File: src/rtl/mem_port_arbiter_pkg.sv
`default_nettype none
// ============================================================================
// Module   : mem_port_arbiter_pkg
// Purpose  : Shared types and constants for the memory-port arbiter and the
//            IFU/LSU that talk to it.
// Contents : state_t  - arbiter FSM states (IDLE, ISSUE, WAIT)
//            owner_t  - transaction owner (OWN_IF, OWN_LS)
//            ADDR_W_DEF / DATA_W_DEF - default bus widths
//            tcnt_width() - timeout counter width for a given limit
// Revision : 1.0 - initial release
// ============================================================================
package mem_port_arbiter_pkg;

  localparam int ADDR_W_DEF = 64;
  localparam int DATA_W_DEF = 64;

  typedef enum logic [1:0] {
    IDLE  = 2'd0,
    ISSUE = 2'd1,
    WAIT  = 2'd2
  } state_t;

  typedef enum logic {
    OWN_IF = 1'b0,
    OWN_LS = 1'b1
  } owner_t;

  // Counter is never narrower than 8 bits, and wide enough to hold the limit.
  function automatic int tcnt_width(input int limit);
    return (limit < 256) ? 8 : $clog2(limit + 1);
  endfunction

endpackage : mem_port_arbiter_pkg
`default_nettype wire

File: src/rtl/mem_port_arbiter_grant_sel.sv
`default_nettype none
// ============================================================================
// Module   : arb_grant_sel
// Purpose  : Combinational grant selection between the fetch (IF) and
//            load/store (LS) requesters of the shared memory port.
// Ports    : if_valid   in  - fetch request pending
//            ls_valid   in  - load/store request pending
//            last_owner in  - owner of the previous transaction
//            grant_if   out - IF wins this cycle
//            grant_ls   out - LS wins this cycle
// Config   : ARB_RR_EN defined   -> round-robin on ties (previous loser wins)
//            ARB_RR_EN undefined -> fixed priority, LS over IF
// Revision : 1.0 - initial release
// ============================================================================
module arb_grant_sel
  import mem_port_arbiter_pkg::*;
(
  input  logic   if_valid,
  input  logic   ls_valid,
  input  owner_t last_owner,
  output logic   grant_if,
  output logic   grant_ls
);

`ifdef ARB_RR_EN
  always_comb begin
    grant_if = 1'b0;
    grant_ls = 1'b0;
    if (if_valid && ls_valid) begin
      // Tie: hand the port to whoever did not own the last transaction.
      grant_if = (last_owner == OWN_LS);
      grant_ls = (last_owner == OWN_IF);
    end else begin
      grant_if = if_valid;
      grant_ls = ls_valid;
    end
  end
`else
  // History is irrelevant under fixed priority.
  logic unused_last_owner;
  assign unused_last_owner = last_owner;

  always_comb begin
    grant_if = 1'b0;
    grant_ls = 1'b0;
    grant_ls = ls_valid;
    grant_if = if_valid && !ls_valid;
  end
`endif

endmodule : arb_grant_sel
`default_nettype wire

File: src/rtl/mem_port_arbiter.sv
`default_nettype none
// ============================================================================
// Module   : mem_port_arbiter
// Purpose  : Shares one memory port between instruction fetch (IF) and
//            load/store (LS). One transaction at a time:
//            grant -> issue -> wait for response -> return data to owner.
// Ports    : clk, rst (async, active-high)
//            if_req_valid/if_req_ready/if_addr        - fetch request
//            if_rsp_valid/if_rdata                    - fetch response
//            ls_req_valid/ls_req_ready/ls_addr/ls_wen/
//            ls_wdata/ls_wmask                        - load/store request
//            ls_rsp_valid/ls_rdata                    - load/store response
//            mem_req_valid/mem_req_ready/mem_addr/mem_wen/
//            mem_wdata/mem_wmask                      - memory request
//            mem_rsp_valid/mem_rdata                  - memory response
//            timeout_err                              - sticky timeout flag
// Config   : ARB_RR_EN selects round-robin arbitration (see arb_grant_sel).
//            TIMEOUT_CYCLES = 0 disables the response timeout.
// Revision : 1.0 - initial release
// ============================================================================
module mem_port_arbiter
  import mem_port_arbiter_pkg::*;
#(
  parameter int ADDR_W         = ADDR_W_DEF,
  parameter int DATA_W         = DATA_W_DEF,
  parameter int TIMEOUT_CYCLES = 255
) (
  input  logic                clk,
  input  logic                rst,
  // fetch requester
  input  logic                if_req_valid,
  output logic                if_req_ready,
  input  logic [ADDR_W-1:0]   if_addr,
  output logic                if_rsp_valid,
  output logic [DATA_W-1:0]   if_rdata,
  // load/store requester
  input  logic                ls_req_valid,
  output logic                ls_req_ready,
  input  logic [ADDR_W-1:0]   ls_addr,
  input  logic                ls_wen,
  input  logic [DATA_W-1:0]   ls_wdata,
  input  logic [DATA_W/8-1:0] ls_wmask,
  output logic                ls_rsp_valid,
  output logic [DATA_W-1:0]   ls_rdata,
  // memory side
  output logic                mem_req_valid,
  input  logic                mem_req_ready,
  output logic [ADDR_W-1:0]   mem_addr,
  output logic                mem_wen,
  output logic [DATA_W-1:0]   mem_wdata,
  output logic [DATA_W/8-1:0] mem_wmask,
  input  logic                mem_rsp_valid,
  input  logic [DATA_W-1:0]   mem_rdata,
  output logic                timeout_err
);

  localparam int               CNT_W      = tcnt_width(TIMEOUT_CYCLES);
  localparam bit               TIMEOUT_EN = (TIMEOUT_CYCLES > 0);
  // Abort fires on the edge where the counter would reach TIMEOUT_CYCLES.
  localparam logic [CNT_W-1:0] CNT_LAST   =
    TIMEOUT_EN ? CNT_W'(TIMEOUT_CYCLES - 1) : '0;

  state_t           state;
  state_t           state_nxt;
  owner_t           owner;
  owner_t           last_owner;
  logic [CNT_W-1:0] tcnt;
  logic             grant_if;
  logic             grant_ls;
  logic             accept;
  logic             tmo_hit;
  logic             rsp_done;
  logic             tmo_abort;

`ifdef ARB_RR_EN
  always_ff @(posedge clk or posedge rst) begin
    if (rst) begin
      last_owner <= OWN_IF;
    end else if (accept) begin
      last_owner <= if_req_ready ? OWN_IF : OWN_LS;
    end
  end
`else
  assign last_owner = OWN_IF;
`endif

  arb_grant_sel u_grant_sel (
    .if_valid   (if_req_valid),
    .ls_valid   (ls_req_valid),
    .last_owner (last_owner),
    .grant_if   (grant_if),
    .grant_ls   (grant_ls)
  );

  assign accept  = if_req_ready || ls_req_ready;
  assign tmo_hit = TIMEOUT_EN && (state != IDLE) && (tcnt == CNT_LAST);

  // --------------------------------------------------------------------------
  // FSM state register
  // --------------------------------------------------------------------------
  always_ff @(posedge clk or posedge rst) begin
    if (rst) begin
      state <= IDLE;
    end else begin
      state <= state_nxt;
    end
  end

  // --------------------------------------------------------------------------
  // FSM next state and handshake outputs
  // --------------------------------------------------------------------------
  always_comb begin
    state_nxt     = state;
    if_req_ready  = 1'b0;
    ls_req_ready  = 1'b0;
    mem_req_valid = 1'b0;
    rsp_done      = 1'b0;
    tmo_abort     = 1'b0;
    case (state)
      IDLE: begin
        // Gated by rst so every output reads 0 while reset is held.
        if_req_ready = grant_if && !rst;
        ls_req_ready = grant_ls && !rst;
        if (if_req_ready || ls_req_ready) begin
          state_nxt = ISSUE;
        end
      end
      ISSUE: begin
        mem_req_valid = 1'b1;
        if (tmo_hit) begin
          tmo_abort = 1'b1;
          state_nxt = IDLE;
        end else if (mem_req_ready) begin
          state_nxt = WAIT;
        end
      end
      WAIT: begin
        // A response arriving on the limit cycle beats the timeout.
        if (mem_rsp_valid) begin
          rsp_done  = 1'b1;
          state_nxt = IDLE;
        end else if (tmo_hit) begin
          tmo_abort = 1'b1;
          state_nxt = IDLE;
        end
      end
      default: begin
        state_nxt = IDLE;
      end
    endcase
  end

  // --------------------------------------------------------------------------
  // Holding registers, response path, timeout counter
  // --------------------------------------------------------------------------
  always_ff @(posedge clk or posedge rst) begin
    if (rst) begin
      owner        <= OWN_IF;
      mem_addr     <= '0;
      mem_wen      <= 1'b0;
      mem_wdata    <= '0;
      mem_wmask    <= '0;
      tcnt         <= '0;
      if_rsp_valid <= 1'b0;
      ls_rsp_valid <= 1'b0;
      if_rdata     <= '0;
      ls_rdata     <= '0;
      timeout_err  <= 1'b0;
    end else begin
      if_rsp_valid <= 1'b0;
      ls_rsp_valid <= 1'b0;

      if (if_req_ready) begin
        owner     <= OWN_IF;
        mem_addr  <= if_addr;
        mem_wen   <= 1'b0;
        mem_wdata <= '0;
        mem_wmask <= '0;
      end else if (ls_req_ready) begin
        owner     <= OWN_LS;
        mem_addr  <= ls_addr;
        mem_wen   <= ls_wen;
        mem_wdata <= ls_wdata;
        mem_wmask <= ls_wmask;
      end

      if (accept) begin
        tcnt <= '0;
      end else if (state != IDLE) begin
        tcnt <= tcnt + 1'b1;
      end

      // Aborted transactions and store acks return zero data.
      if (rsp_done || tmo_abort) begin
        if (owner == OWN_LS) begin
          ls_rsp_valid <= 1'b1;
          ls_rdata     <= (tmo_abort || mem_wen) ? '0 : mem_rdata;
        end else begin
          if_rsp_valid <= 1'b1;
          if_rdata     <= tmo_abort ? '0 : mem_rdata;
        end
      end

      if (tmo_abort) begin
        timeout_err <= 1'b1;
      end
    end
  end

endmodule : mem_port_arbiter
`default_nettype wire

File: config.mk
export PLATFORM = sky130hd
export DESIGN_NAME = mem_port_arbiter
export DESIGN_NICKNAME = d
export VERILOG_FILES = /design/src/rtl/mem_port_arbiter_pkg.sv /design/src/rtl/mem_port_arbiter_grant_sel.sv /design/src/rtl/mem_port_arbiter.sv
export SDC_FILE = /design/constraint.sdc
export NUM_CORES = 1
export LEC_CHECK = 0
export BUFFER_PORTS_ARGS = -buffer_cell sky130_fd_sc_hd__clkbuf_2
export CORE_AREA = 2 2 209 211
export DETAILED_ROUTE_END_ITERATION = 10
export DIE_AREA = 0 0 211 213
export GPL_ROUTABILITY_DRIVEN = 1
export PLACE_DENSITY = 0.5
export SYNTH_ARGS = -nofsm -noshare
export SYNTH_HDL_FRONTEND = slang
export SYNTH_SLANG_ARGS = --single-unit
export TNS_END_PERCENT = 30
File: constraint.sdc
create_clock -name clk -period 14.7 [get_ports clk]
set_input_delay 1.47 -clock clk [delete_from_list [all_inputs] [get_ports clk]]
set_output_delay 1.47 -clock clk [all_outputs]
set_load 0.02 [all_outputs]
==> results <==
- The run finished with clean final reports.
- The CTS tree is done.
- The routability-driven placement congestion ratio is 0.7922.
- The family of cells with the greatest summed delay on the critical path is buffers and inverters.
- Power spread over the standard cell area amounts to 236.5 nW/µm².
- The worst pin sits at a relative slew slack of 38.02%.
- The cell accounting for the most synthesized area is dfrtp_1.
- The fraction of layout instances using a drive strength above 1 is 41.27%.
- Counting cells, the worst reg-to-reg path comes to 7.
- The detailed placement HPWL is 26,920 µm.
- The achievable frequency is about 220 MHz.
- Yosys attributes the largest share of cell area to dfrtp_1, a22o_1, nand2_1.
- The class of the most critical setup path is in2out.
- Setup repair after global routing left no endpoint under its margin.
- The final count of negative-setup-slack endpoints is 0.
- The count of boundary I/O pins is 542.
- The clock root buffer is clkbuf_16.
- Max-cap violations in this run came to 0.
- The number of cells on the critical path is 5.
- The worst setup path is launched from an input port.
- The highest ir drop seen on vdd is 0.09414 mV.
- Clock-pin slew was measured on the worst setup and hold paths at about 0.050 ns.
- The clock passes through at most 3 buffers.
- The number of global-route vias before repair is ~9,600.
- The remaining global-route overflow is 0.
- The remaining antenna violation count after routing is 0.
- The die covers 44,940 µm².
- The die span in x is 211 µm.
- During synthesis, Yosys emitted a total of 0 warnings.
- The clock tree synthesis step divided the H-tree into 2 levels.
- In the routed layout, each cell is associated on average with a via count of 4.633.
- The number of antenna violations at the first check in global routing is 8.
- The clock net sink count is 279.
- The critical path contains buffers and inverters numbering 4 combined.
- The average wire length per cell after detail routing is 18.45 µm.
- For this design, the CTS-stage hold fixing added 0 buffers.
- In this run, post-CTS repair resized a total of 0 instances.
- After synthesis, the share of flip-flops with an asynchronous set or reset is 100.0%.
- By instance count, the leading cell after synthesis is dfrtp_1.
- The number of nets in the synthesized netlist is 1,237.
- The latest clock arrival within the worst-skew pair is approximately 0.52 ns.
- The floorplan step defined a core boundary enclosing 42,700 µm².
- STA classifies the critical path endpoint as an output port.
- The worst path needs about 4.6 ns of the cycle, external delays included.
- The area added between synthesis and finish is 40.94%.
- By instance count, the cell type seen most on the critical path is clkbuf_2.
- The setup skew after layout is 0.01240 ns.
- The leakage power of the design is 8.013 nW.
- The number of distinct library cells after synthesis is 33.
- The signal on the critical path passes through clkbuf_2, inv_8, nand3_4, inv_4, clkbuf_2.
- The most common flop cell mapped by yosys is dfrtp_1.
- The number of port buffers is 541.
- The total negative setup slack is 0 ns.
- After detailed routing, the total wire length is roughly 38,000 µm.
- The power after layout is 3.582 mW.
- The starting density of the core is 25.18%.
- The delay of the slowest cell on the worst path is 0.49 ns.
- The number of hold-slack violations in the final timing report is 0.
- The data arrival time of the critical path is roughly 3.1 ns.
- The required time at the worst-slack endpoint is 13.23 ns.
- In this run the biggest area consumer among cell types represents between 60% and 70% of the synthesized area.
- In this run the cell area of the synthesized design comes to approximately 11,000 µm².
- For the pin with the worst max-slew slack, the measured transition is 0.9297 ns.
- The number of search-and-repair iterations in the first detailed-routing pass is 5.
- The net count reported at finish is 1,753.
- The part of the Yosys area used for sequential elements is 64.95%.
- The post-route clock period utilization is 30.98%.
- The row count is 76.
- The total setup buffers inserted after CTS is 0.
- The synthesized design contains 0 enable-type register cells.
- The average cell area after synthesis is 11.20 µm².
- The routed via count is 9,479.
- Measured along the y axis, the die boundary spans 213 µm.
- The type of the tightest min-delay check is reg2reg.
- After synthesis the netlist holds a flip-flop and latch count of 279.
- The number of cells on the worst hold path is 2.
- The critical-path cell with the highest stage delay is inv_8.
- Of all nets on the critical path, the largest fanout is between 90 and 100.
- The number of max-slew violations in the final report is 0.
- In the synthesized netlist, the cells that appear most often are dfrtp_1, nand2_1, a22o_1.
- The violation count after the first detailed-routing iteration is ~560.
- In the routed design, unresolved DRC markers number 0.
- Entering global routing, the biggest net connects 95 pins.
- Counting every instance in the synthesized netlist gives 960.
- Counting the buffers created by CTS gives 34.
- Cells fill 35.48% of the core in the end.
- The all-layer global routing usage is approximately 16%.
- The first global-routing pass estimated between 50,000 and 60,000 µm of wire.
==> final timing paths <==
| path | endpoint | start | slack (ns) |
|---|---|---|---|
| setup reg to reg | mem_addr[47] | state[1] | 11.23 |
| setup / recovery | ls_req_ready | rst | 10.15 |
| hold reg to reg | mem_addr[45] | mem_addr[45] | 0.47 |
| min in group asynchronous | mem_addr[1] | rst | 1.13 |
| max in group asynchronous | if_rdata[10] | rst | 11.52 |
| hold / removal | mem_addr[45] | mem_addr[45] | 0.47 |
==> cells in the final DEF (no fill, tap or decap), types with 2 or more instances in the layout <==
master,Yosys,layout
a22oi_1,64,64
a22o_1,128,128
clkbuf_8,0,9
nor2_1,8,7
o21ai_0,3,3
or2_2,2,2
xnor2_1,6,6
diode_2,0,5
a21oi_1,77,77
dfrtp_1,279,279
clkbuf_16,0,35
clkbuf_1,54,5
inv_1,11,9
a211oi_1,4,4
bufinv_16,0,3
ha_1,6,6
clkbuf_2,0,541
nand3_1,4,3
clkinv_2,0,2
o21ai_4,0,2
buf_4,5,12
nand2_1,278,278
==> power breakdown <==
group / internal (mW) / total (mW) / switching, mW / leakage (nW)
clock: 0.530 / 0.847 / 0.317 / 0.557
combinational: 0.503 / 1.42 / 0.915 / 3.89
sequential: 1.12 / 1.32 / 0.199 / 3.56
==> layer usage <==
layer | part of all wire [%] | vias to the layer above | global-route usage (%) | routed length [µm]
met5 | 0.10 | - | 0 | 39
met1 | 39 | 4596 | 19.31 | 14740
met2 | 47 | 429 | 26.58 | 17890
met3 | 10 | 54 | 6.530 | 3812
li1 | - | 4394 | - | -
met4 | 3.3 | 6 | 7.091 | 1259
==> state kept, by name, summed over array words and instances, names as in the netlist, 2 cells and up <==
signal     count
state          2
mem_addr      64
mem_wmask      8
tcnt           8
ls_rdata      64
mem_wdata     64
if_rdata      64
==> tightest hold or removal path, delay by kind of cell, from the launching register on <==
family	cells	cell delay (ns)
flops	1	0.34
simple gates	2	0.10
==> stage by stage <==
step	hold slack, ns	worst slack [ns]	area, µm²	std cells
finish	0.4712	10.15	15150	2046
global route	0.4893	9.927	15150	2046
CTS	0.4750	10.09	15140	2041
detailed placement	0.4614	10.08	14010	1986
global placement	0.4595	10.12	14010	1986
floorplan	0.5088	4.361	10750	960
==> layout make-up <==
class,count,area [µm²]
Clock buffer,49,1018
Tap cell,546,683.2
Timing Repair Buffer,553,2798
Fill cell,4426,27550
Multi-Input combinational cell,597,3496
Sequential cell,279,6982
Inverter,11,51.30
Clock inverter,6,108.9
Antenna cell,5,12.51
==> cells by family (layout without fill, tap and decap cells) <==
| group | count (synthesis) | in the layout | synth area share, % |
|---|---|---|---|
| buffers and inverters | 84 | 619 | 3.201 |
| XOR/XNOR | 6 | 6 | 0.4889 |
| multiplexers | 1 | 1 | 0.1048 |
| AND/OR/NAND/NOR | 301 | 301 | 11.02 |
| AO/OA/AOI/OAI | 283 | 283 | 19.53 |
| adder cells (fa/ha/maj) | 6 | 6 | 0.6984 |
| other | 0 | 5 | 0 |
| flip-flops | 279 | 279 | 64.95 |
No activity file was read; power rests on OpenSTA's default activity.
